[src/rtl/pxs_sync_gen.sv]
// VGA raster timing generator: registered HSync/VSync/ActiveVideo/coords, one ce edge behind the counters.
// Optional colour bars on Red/Green/Blue when PXS_SYNC_TESTPAT_EN is defined; otherwise they are tied low.
module pxs_sync_gen #(
  parameter int H_ACTIVE = 640,
  parameter int H_FP     = 16,
  parameter int H_SYNC   = 96,
  parameter int H_BP     = 48,
  parameter int V_ACTIVE = 480,
  parameter int V_FP     = 10,
  parameter int V_SYNC   = 2,
  parameter int V_BP     = 33,
  parameter int SYNC_POL = 0
) (
  input  logic       clk,
  input  logic       reset_n,
  input  logic       ce,
  output logic       HSync,
  output logic       VSync,
  output logic       ActiveVideo,
  output logic [9:0] XCoord,
  output logic [9:0] YCoord,
  output logic       FrameStart,
  output logic       Red,
  output logic       Green,
  output logic       Blue
);

  localparam int HT = H_ACTIVE + H_FP + H_SYNC + H_BP;
  localparam int VT = V_ACTIVE + V_FP + V_SYNC + V_BP;

  if (HT > 1024) begin : g_ht_chk
    $error("pxs_sync_gen: horizontal total exceeds 1024");
  end
  if (VT > 1024) begin : g_vt_chk
    $error("pxs_sync_gen: vertical total exceeds 1024");
  end
  if ((H_ACTIVE % 8) != 0) begin : g_bar_chk
    $error("pxs_sync_gen: H_ACTIVE must be a multiple of 8");
  end

  localparam logic        POL      = (SYNC_POL != 0);
  localparam logic [10:0] HT_M1    = 11'(HT - 1);
  localparam logic [10:0] VT_M1    = 11'(VT - 1);
  localparam logic [10:0] H_ACT    = 11'(H_ACTIVE);
  localparam logic [10:0] V_ACT    = 11'(V_ACTIVE);
  localparam logic [10:0] HS_START = 11'(H_ACTIVE + H_FP);
  localparam logic [10:0] HS_END   = 11'(H_ACTIVE + H_FP + H_SYNC);
  localparam logic [10:0] VS_START = 11'(V_ACTIVE + V_FP);
  localparam logic [10:0] VS_END   = 11'(V_ACTIVE + V_FP + V_SYNC);

  logic [9:0]  hcnt, vcnt;
  logic [10:0] hx, vy;
  logic        h_last, v_last;
  logic        act_d, hs_d, vs_d;

  // Widen by one bit so thresholds up to 1024 compare without truncation.
  assign hx     = {1'b0, hcnt};
  assign vy     = {1'b0, vcnt};
  assign h_last = (hx == HT_M1);
  assign v_last = (vy == VT_M1);
  assign act_d  = (hx < H_ACT) && (vy < V_ACT);
  assign hs_d   = (hx >= HS_START) && (hx < HS_END);
  assign vs_d   = (vy >= VS_START) && (vy < VS_END);

  always_ff @(posedge clk or negedge reset_n) begin
    if (!reset_n) begin
      hcnt <= 10'd0;
      vcnt <= 10'd0;
    end else if (ce) begin
      if (h_last) begin
        hcnt <= 10'd0;
        vcnt <= v_last ? 10'd0 : vcnt + 10'd1;
      end else begin
        hcnt <= hcnt + 10'd1;
      end
    end
  end

  always_ff @(posedge clk or negedge reset_n) begin
    if (!reset_n) begin
      HSync       <= ~POL;
      VSync       <= ~POL;
      ActiveVideo <= 1'b0;
      XCoord      <= 10'd0;
      YCoord      <= 10'd0;
    end else if (ce) begin
      HSync       <= hs_d ? POL : ~POL;
      VSync       <= vs_d ? POL : ~POL;
      ActiveVideo <= act_d;
      XCoord      <= hcnt;
      YCoord      <= vcnt;
    end
  end

  // Pulse lasts one clk even when ce stays low afterwards.
  always_ff @(posedge clk or negedge reset_n) begin
    if (!reset_n) begin
      FrameStart <= 1'b0;
    end else begin
      FrameStart <= ce && (hcnt == 10'd0) && (vcnt == 10'd0);
    end
  end

`ifdef PXS_SYNC_TESTPAT_EN
  localparam logic [9:0] BW_M1 = 10'((H_ACTIVE / 8) - 1);

  logic [9:0] bar_pix;
  logic [2:0] bar;

  // bar tracks hcnt: it is the bar index of the current counter position.
  always_ff @(posedge clk or negedge reset_n) begin
    if (!reset_n) begin
      bar_pix <= 10'd0;
      bar     <= 3'd0;
    end else if (ce) begin
      if (h_last) begin
        bar_pix <= 10'd0;
        bar     <= 3'd0;
      end else if (hx < H_ACT) begin
        if (bar_pix == BW_M1) begin
          bar_pix <= 10'd0;
          bar     <= bar + 3'd1;
        end else begin
          bar_pix <= bar_pix + 10'd1;
        end
      end
    end
  end

  always_ff @(posedge clk or negedge reset_n) begin
    if (!reset_n) begin
      Red   <= 1'b0;
      Green <= 1'b0;
      Blue  <= 1'b0;
    end else if (ce) begin
      Red   <= act_d & bar[2];
      Green <= act_d & bar[1];
      Blue  <= act_d & bar[0];
    end
  end
`else
  assign Red   = 1'b0;
  assign Green = 1'b0;
  assign Blue  = 1'b0;
`endif

endmodule

[config.mk]
export PLATFORM = sky130hd
export DESIGN_NAME = pxs_sync_gen
export DESIGN_NICKNAME = d
export VERILOG_FILES = /design/src/rtl/pxs_sync_gen.sv
export SDC_FILE = /design/constraint.sdc
export NUM_CORES = 1
export LEC_CHECK = 0
export BUFFER_PORTS_ARGS = -buffer_cell sky130_fd_sc_hd__buf_4
export CORE_ASPECT_RATIO = 1.4
export CORE_MARGIN = 10
export CORE_UTILIZATION = 56
export CTS_CLUSTER_SIZE = 28
export DETAILED_ROUTE_END_ITERATION = 10
export GPL_TIMING_DRIVEN = 0
export PLACE_DENSITY_LB_ADDON = 0.12
export SLEW_MARGIN = 25
export SYNTH_ARGS = -nofsm -noshare
export SYNTH_HDL_FRONTEND = slang
export SYNTH_SLANG_ARGS = --single-unit
[constraint.sdc]
create_clock -name clk -period 2.23 [get_ports clk]
set_input_delay 0.223 -clock clk [delete_from_list [all_inputs] [get_ports clk]]
set_output_delay 0.223 -clock clk [all_outputs]
set_load 0.01 [all_outputs]
After elaboration in Yosys (flattened, before gate mapping):

Cells that the tools add are included.

* input bits: 3
* register bits after elaboration: 44
* logic and storage cells: 30

* muxes and demuxes: 4
* eq/ne operators: 2
* reductions and logical operators: 8
* add/subtract/negate cells: 2
* order comparisons: 6

Operators by type and width (number)
* 10-bit by 1-bit adder with 10-bit output, second input constant: 2
* 10-bit == test, second input constant: 2
* 10-bit zero test: 2
* 10-bit < comparator, second input constant: 2
* 10-bit by 9-bit < comparator with 1-bit output, second input constant: 2
* 10-bit 2-to-1 mux: 2
* 10-bit greater-or-equal comparator, second input constant: 1
* 10-bit by 9-bit greater-or-equal comparator with 1-bit output, second input constant: 1
* 1-bit logical AND: 5
* 1-bit 2-to-1 mux: 2
* 2-bit AND reduction: 1

Logic depth before layout (Yosys ltp):

* word-level depth: 3
* depth in mapped cells: 6

Worst setup path before layout:

Ideal clock, no wire load.

* path kind: register to register
* start point: register hcnt[6]
* end point: register vcnt[8]
* stages on the path, launching flop included: 5
* slack: 0.266 ns
* required time: 2.102 ns
* setup time: 0.128 ns
* arrival: 1.837 ns
* cells stage by stage: dfrtp_1 > or2_4 > or4_4 > nor4_4 > mux2_1

* cells in the longest elaborated chain, start to end: 2

Ends and longest elaborated chain
* start, declared: RTL line 51 `logic [9:0] hcnt, vcnt;`
* start signal, assigned: RTL line 74 `hcnt <= hcnt + 10'd1;`
* 10-bit == test: RTL line 59 `assign h_last = (hx == HT_M1);`
* 2-bit AND reduction (no line)
* end signal, assigned: RTL line 72 `vcnt <= v_last ? 10'd0 : vcnt + 10'd1;`
* end, declared: RTL line 51

No other way between the ends.
A chain may end at the register's enable or synchronous reset.

Worst setup path after layout:

* start point: register hcnt[1]
* end point: register vcnt[8]

The elaborated chain is that of the path after synthesis.

==> results.yml <==
outcome:
  status: "completed"
routing:
  viasPerCell: 5.79
  drt_iter0_drc: 84
  vias: 1453
  wl_per_cell_um: 17.5
  firstDrtPassIters: 4
  route.detailed.drc: 0
  drt-total-wl_um: 4390
  ant_nets: 0
yosys:
  synth-async-reset-ratio: 1.00
  yosysSeqAreaShare: 0.539
  synth.top_cell.area_share: 0.513
  synth_area_mm2: 0.00205
  synth_area_leaders: "dfrtp_1 (51%), mux2_2 (13%), nor2_1 (2.7%), dfstp_2 (2.6%), ha_1 (2.4%)"
  ys_warn_count: 0
  yosys_register_bits: 44
  syn_area_per_cell_um2: 11.7
  synth_top_area_cell: "dfrtp_1"
  ys_types: 42
  synth-edff-count: 0
  syn_inst: 175
  ys.flop_type: "dfrtp_1"
sta:
  finalHoldWorstSlack_ps: 375
  hold_violations: 0
  rsz0062_at_grt: "false"
  setup-violations-final: 0
  max_slew_margin: 0.389
  skew_ps: 6.31
  period_share: 0.942
  clock.fmax_ghz: 0.476
  worstMarginPinSlew_ps: 908
  drv_slew: 0
  min_period_ps: 2100
  fin_ws_ps: 130
  fin_tns_setup_ps: 0
critical_path:
  arrival_ps: 2290
  endpoint_kind: "register"
  cp_cell_sequence: "ha_1 -> nand2_1 -> or4_4 -> nor4_4 -> mux2_1"
  max_stage_delay_ps: 580
  path_class: "register to register"
  crit_path_start_kind: "register"
  cp_max_fo: 5
  cp.required_ps: 2420
  critPathSlowestCell: "or4_4"
finish:
  nets: 217
  antennaDiodeCount: 0
  area_growth_pct: 17.0
  drive_gt1_frac: 0.327
  fin_util: 0.696
global_routing:
  grt_pass1_vias: 1593
  grt_pass1_wl_um: 7380
  antenna_found_initial: 0
  grt_max_degree: 45
  overflow: 0
  grt_usage: 0.137
floorplanning:
  die_w_um: 71.1
  dieArea_mm2: 0.00651
  num_rows: 25
  pin_count: 30
  core_mm2: 0.00344
  start_util: 0.595
  die_h_um: 91.6
cts:
  htree_levels: 2
  clk_pin_slew_worst_paths_ps: 80
  cts_max_path_buffers: 2
  cts_tree: "yes"
  clk_latency_ps: 300
  numCtsBuffers: 5
  cts_root_buf: "clkbuf_8"
  cts_sinks: 44
  cts_resized: 0
power:
  total_power_w: 0.00183
  p_per_area_mw_per_mm2: 764
  vdd_drop_max_mv: 0.728
  p_leak_nw: 1.15
place:
  place_ws_ps: 139
  gp_congestion: 0.805
  io_buffers: 25
  dp.final_hpwl_um: 3240
hold_path:
  hp-class: "primary input to register"
flow_run:
  drv_cap: 0
==> cell type report <==
cell class              instances  area [µm²]
clock buffers                   6        82.6
plain buffers                  13        68.8
clock inverters                 2        10.0
inverters                       5        18.8
repair buffers                 26         198
multi-input cells             115         865
flip-flops and latches         44        1100
fillers                       277        1040
well taps                      40        50.0
==> layout by cell type, fill, tap and decap left out, drive strengths merged, types with 2 or more instances in the layout <==
| cell | Yosys | final |
|---|---|---|
| dfrtp | 42 | 42 |
| buf | 7 | 32 |
| mux2 | 25 | 25 |
| nor2 | 15 | 15 |
| nand2 | 13 | 13 |
| clkbuf | 6 | 12 |
| nor4 | 7 | 7 |
| inv | 5 | 5 |
| xor2 | 5 | 5 |
| nor3 | 5 | 5 |
| nand4 | 4 | 4 |
| xnor2 | 4 | 4 |
| and3 | 4 | 4 |
| ha | 4 | 4 |
| a21oi | 3 | 3 |
| nand3 | 3 | 3 |
| conb | 1 | 3 |
| dfstp | 2 | 2 |
| nand4b | 2 | 2 |
| a22o | 2 | 2 |
| clkinv | 0 | 2 |
| o21ai | 2 | 2 |
==> synth_stat cells (2+ instances only) <==
| cell type | n |
|---|---|
| nand2_1 | 13 |
| dfstp_2 | 2 |
| nand4_1 | 4 |
| buf_1 | 2 |
| xor2_1 | 5 |
| ha_1 | 4 |
| nand3_1 | 3 |
| a21oi_1 | 3 |
| nor4_1 | 6 |
| xnor2_1 | 4 |
| a22o_1 | 2 |
| and3_1 | 4 |
| nor3_1 | 4 |
| mux2_2 | 24 |
| dfrtp_1 | 42 |
| clkbuf_1 | 6 |
| inv_1 | 5 |
| nor2_1 | 15 |
| nand4b_1 | 2 |
| buf_4 | 3 |
==> final timing paths <==
check	from	end	slack, ps	cells after the start
min in group asynchronous	reset_n	vcnt[3]$_DFFE_PN0P_	440	2
worst max register to register	hcnt[1]$_DFFE_PN0P_	vcnt[8]$_DFFE_PN0P_	130	5
worst max-delay path	hcnt[1]$_DFFE_PN0P_	vcnt[8]$_DFFE_PN0P_	130	5
worst min register to register	HSync$_DFFE_PN1P_	HSync$_DFFE_PN1P_	490	2
worst min-delay path	ce	YCoord[4]$_DFFE_PN0P_	370	2
max in group asynchronous	reset_n	HSync$_DFFE_PN1P_	1390	2
==> flip-flops by register name, indices dropped and copies added, names as in the netlist <==
signal       count
VSync            1
hcnt            10
FrameStart       1
ActiveVideo      1
vcnt            10
HSync            1
XCoord          10
YCoord          10
==> stage by stage <==
stage | std cells | cell area [µm²]
6_report | 251 | 2400
2_1_floorplan | 177 | 2060
4_1_cts | 251 | 2400
3_3_place_gp | 242 | 2290
5_1_grt | 251 | 2400
3_5_place_dp | 242 | 2290
==> logic make-up (layout without fill, tap and decap cells) <==
family                     count (synthesis)  count (layout)  synth area share
AOI/OAI and AO/OA                         13              13            0.0464
xor gates and xnor gates                   9               9            0.0385
adders and majority gates                  4               4            0.0244
buffers and inverters                     18              52            0.0428
DFF                                       44              44             0.539
muxes                                     26              26             0.142
other                                      1               3           0.00183
and+or+nand+nor                           60              60             0.165
==> power breakdown <==
group | switching [W] | leakage (nW) | internal (W) | total, W
clock network | 0.000272 | 0.0510 | 0.000247 | 0.000520
logic | 0.000186 | 0.532 | 0.000170 | 0.000357
registers | 0.0000665 | 0.563 | 0.000888 | 0.000954
==> routing by layer <==
| layer | global-route usage | up-vias | wire length [µm] |
|---|---|---|---|
| li1 | - | 674 | - |
| met4 | 0.0388 | 0 | 58 |
| met5 | 0 | - | 0 |
| met2 | 0.262 | 24 | 2470 |
| met1 | 0.132 | 747 | 1660 |
| met3 | 0.0468 | 8 | 204 |
==> critical path, delay by kind of cell, from the launching register on <==
family / cells / cell delay [ps]
flip-flops: 1 / 420
AND/OR/NAND/NOR: 3 / 1000
adder cells (fa/ha/maj): 1 / 220
multiplexers: 1 / 350
==> timing repair <==
action / CTS / global route
hold endpoints to repair: 42 / 0
buffers inserted: 0 / 0
endpoints found under the setup margin: 0 / 0
hold buffers: 1 / 0
(Power assumes the default switching activity.)
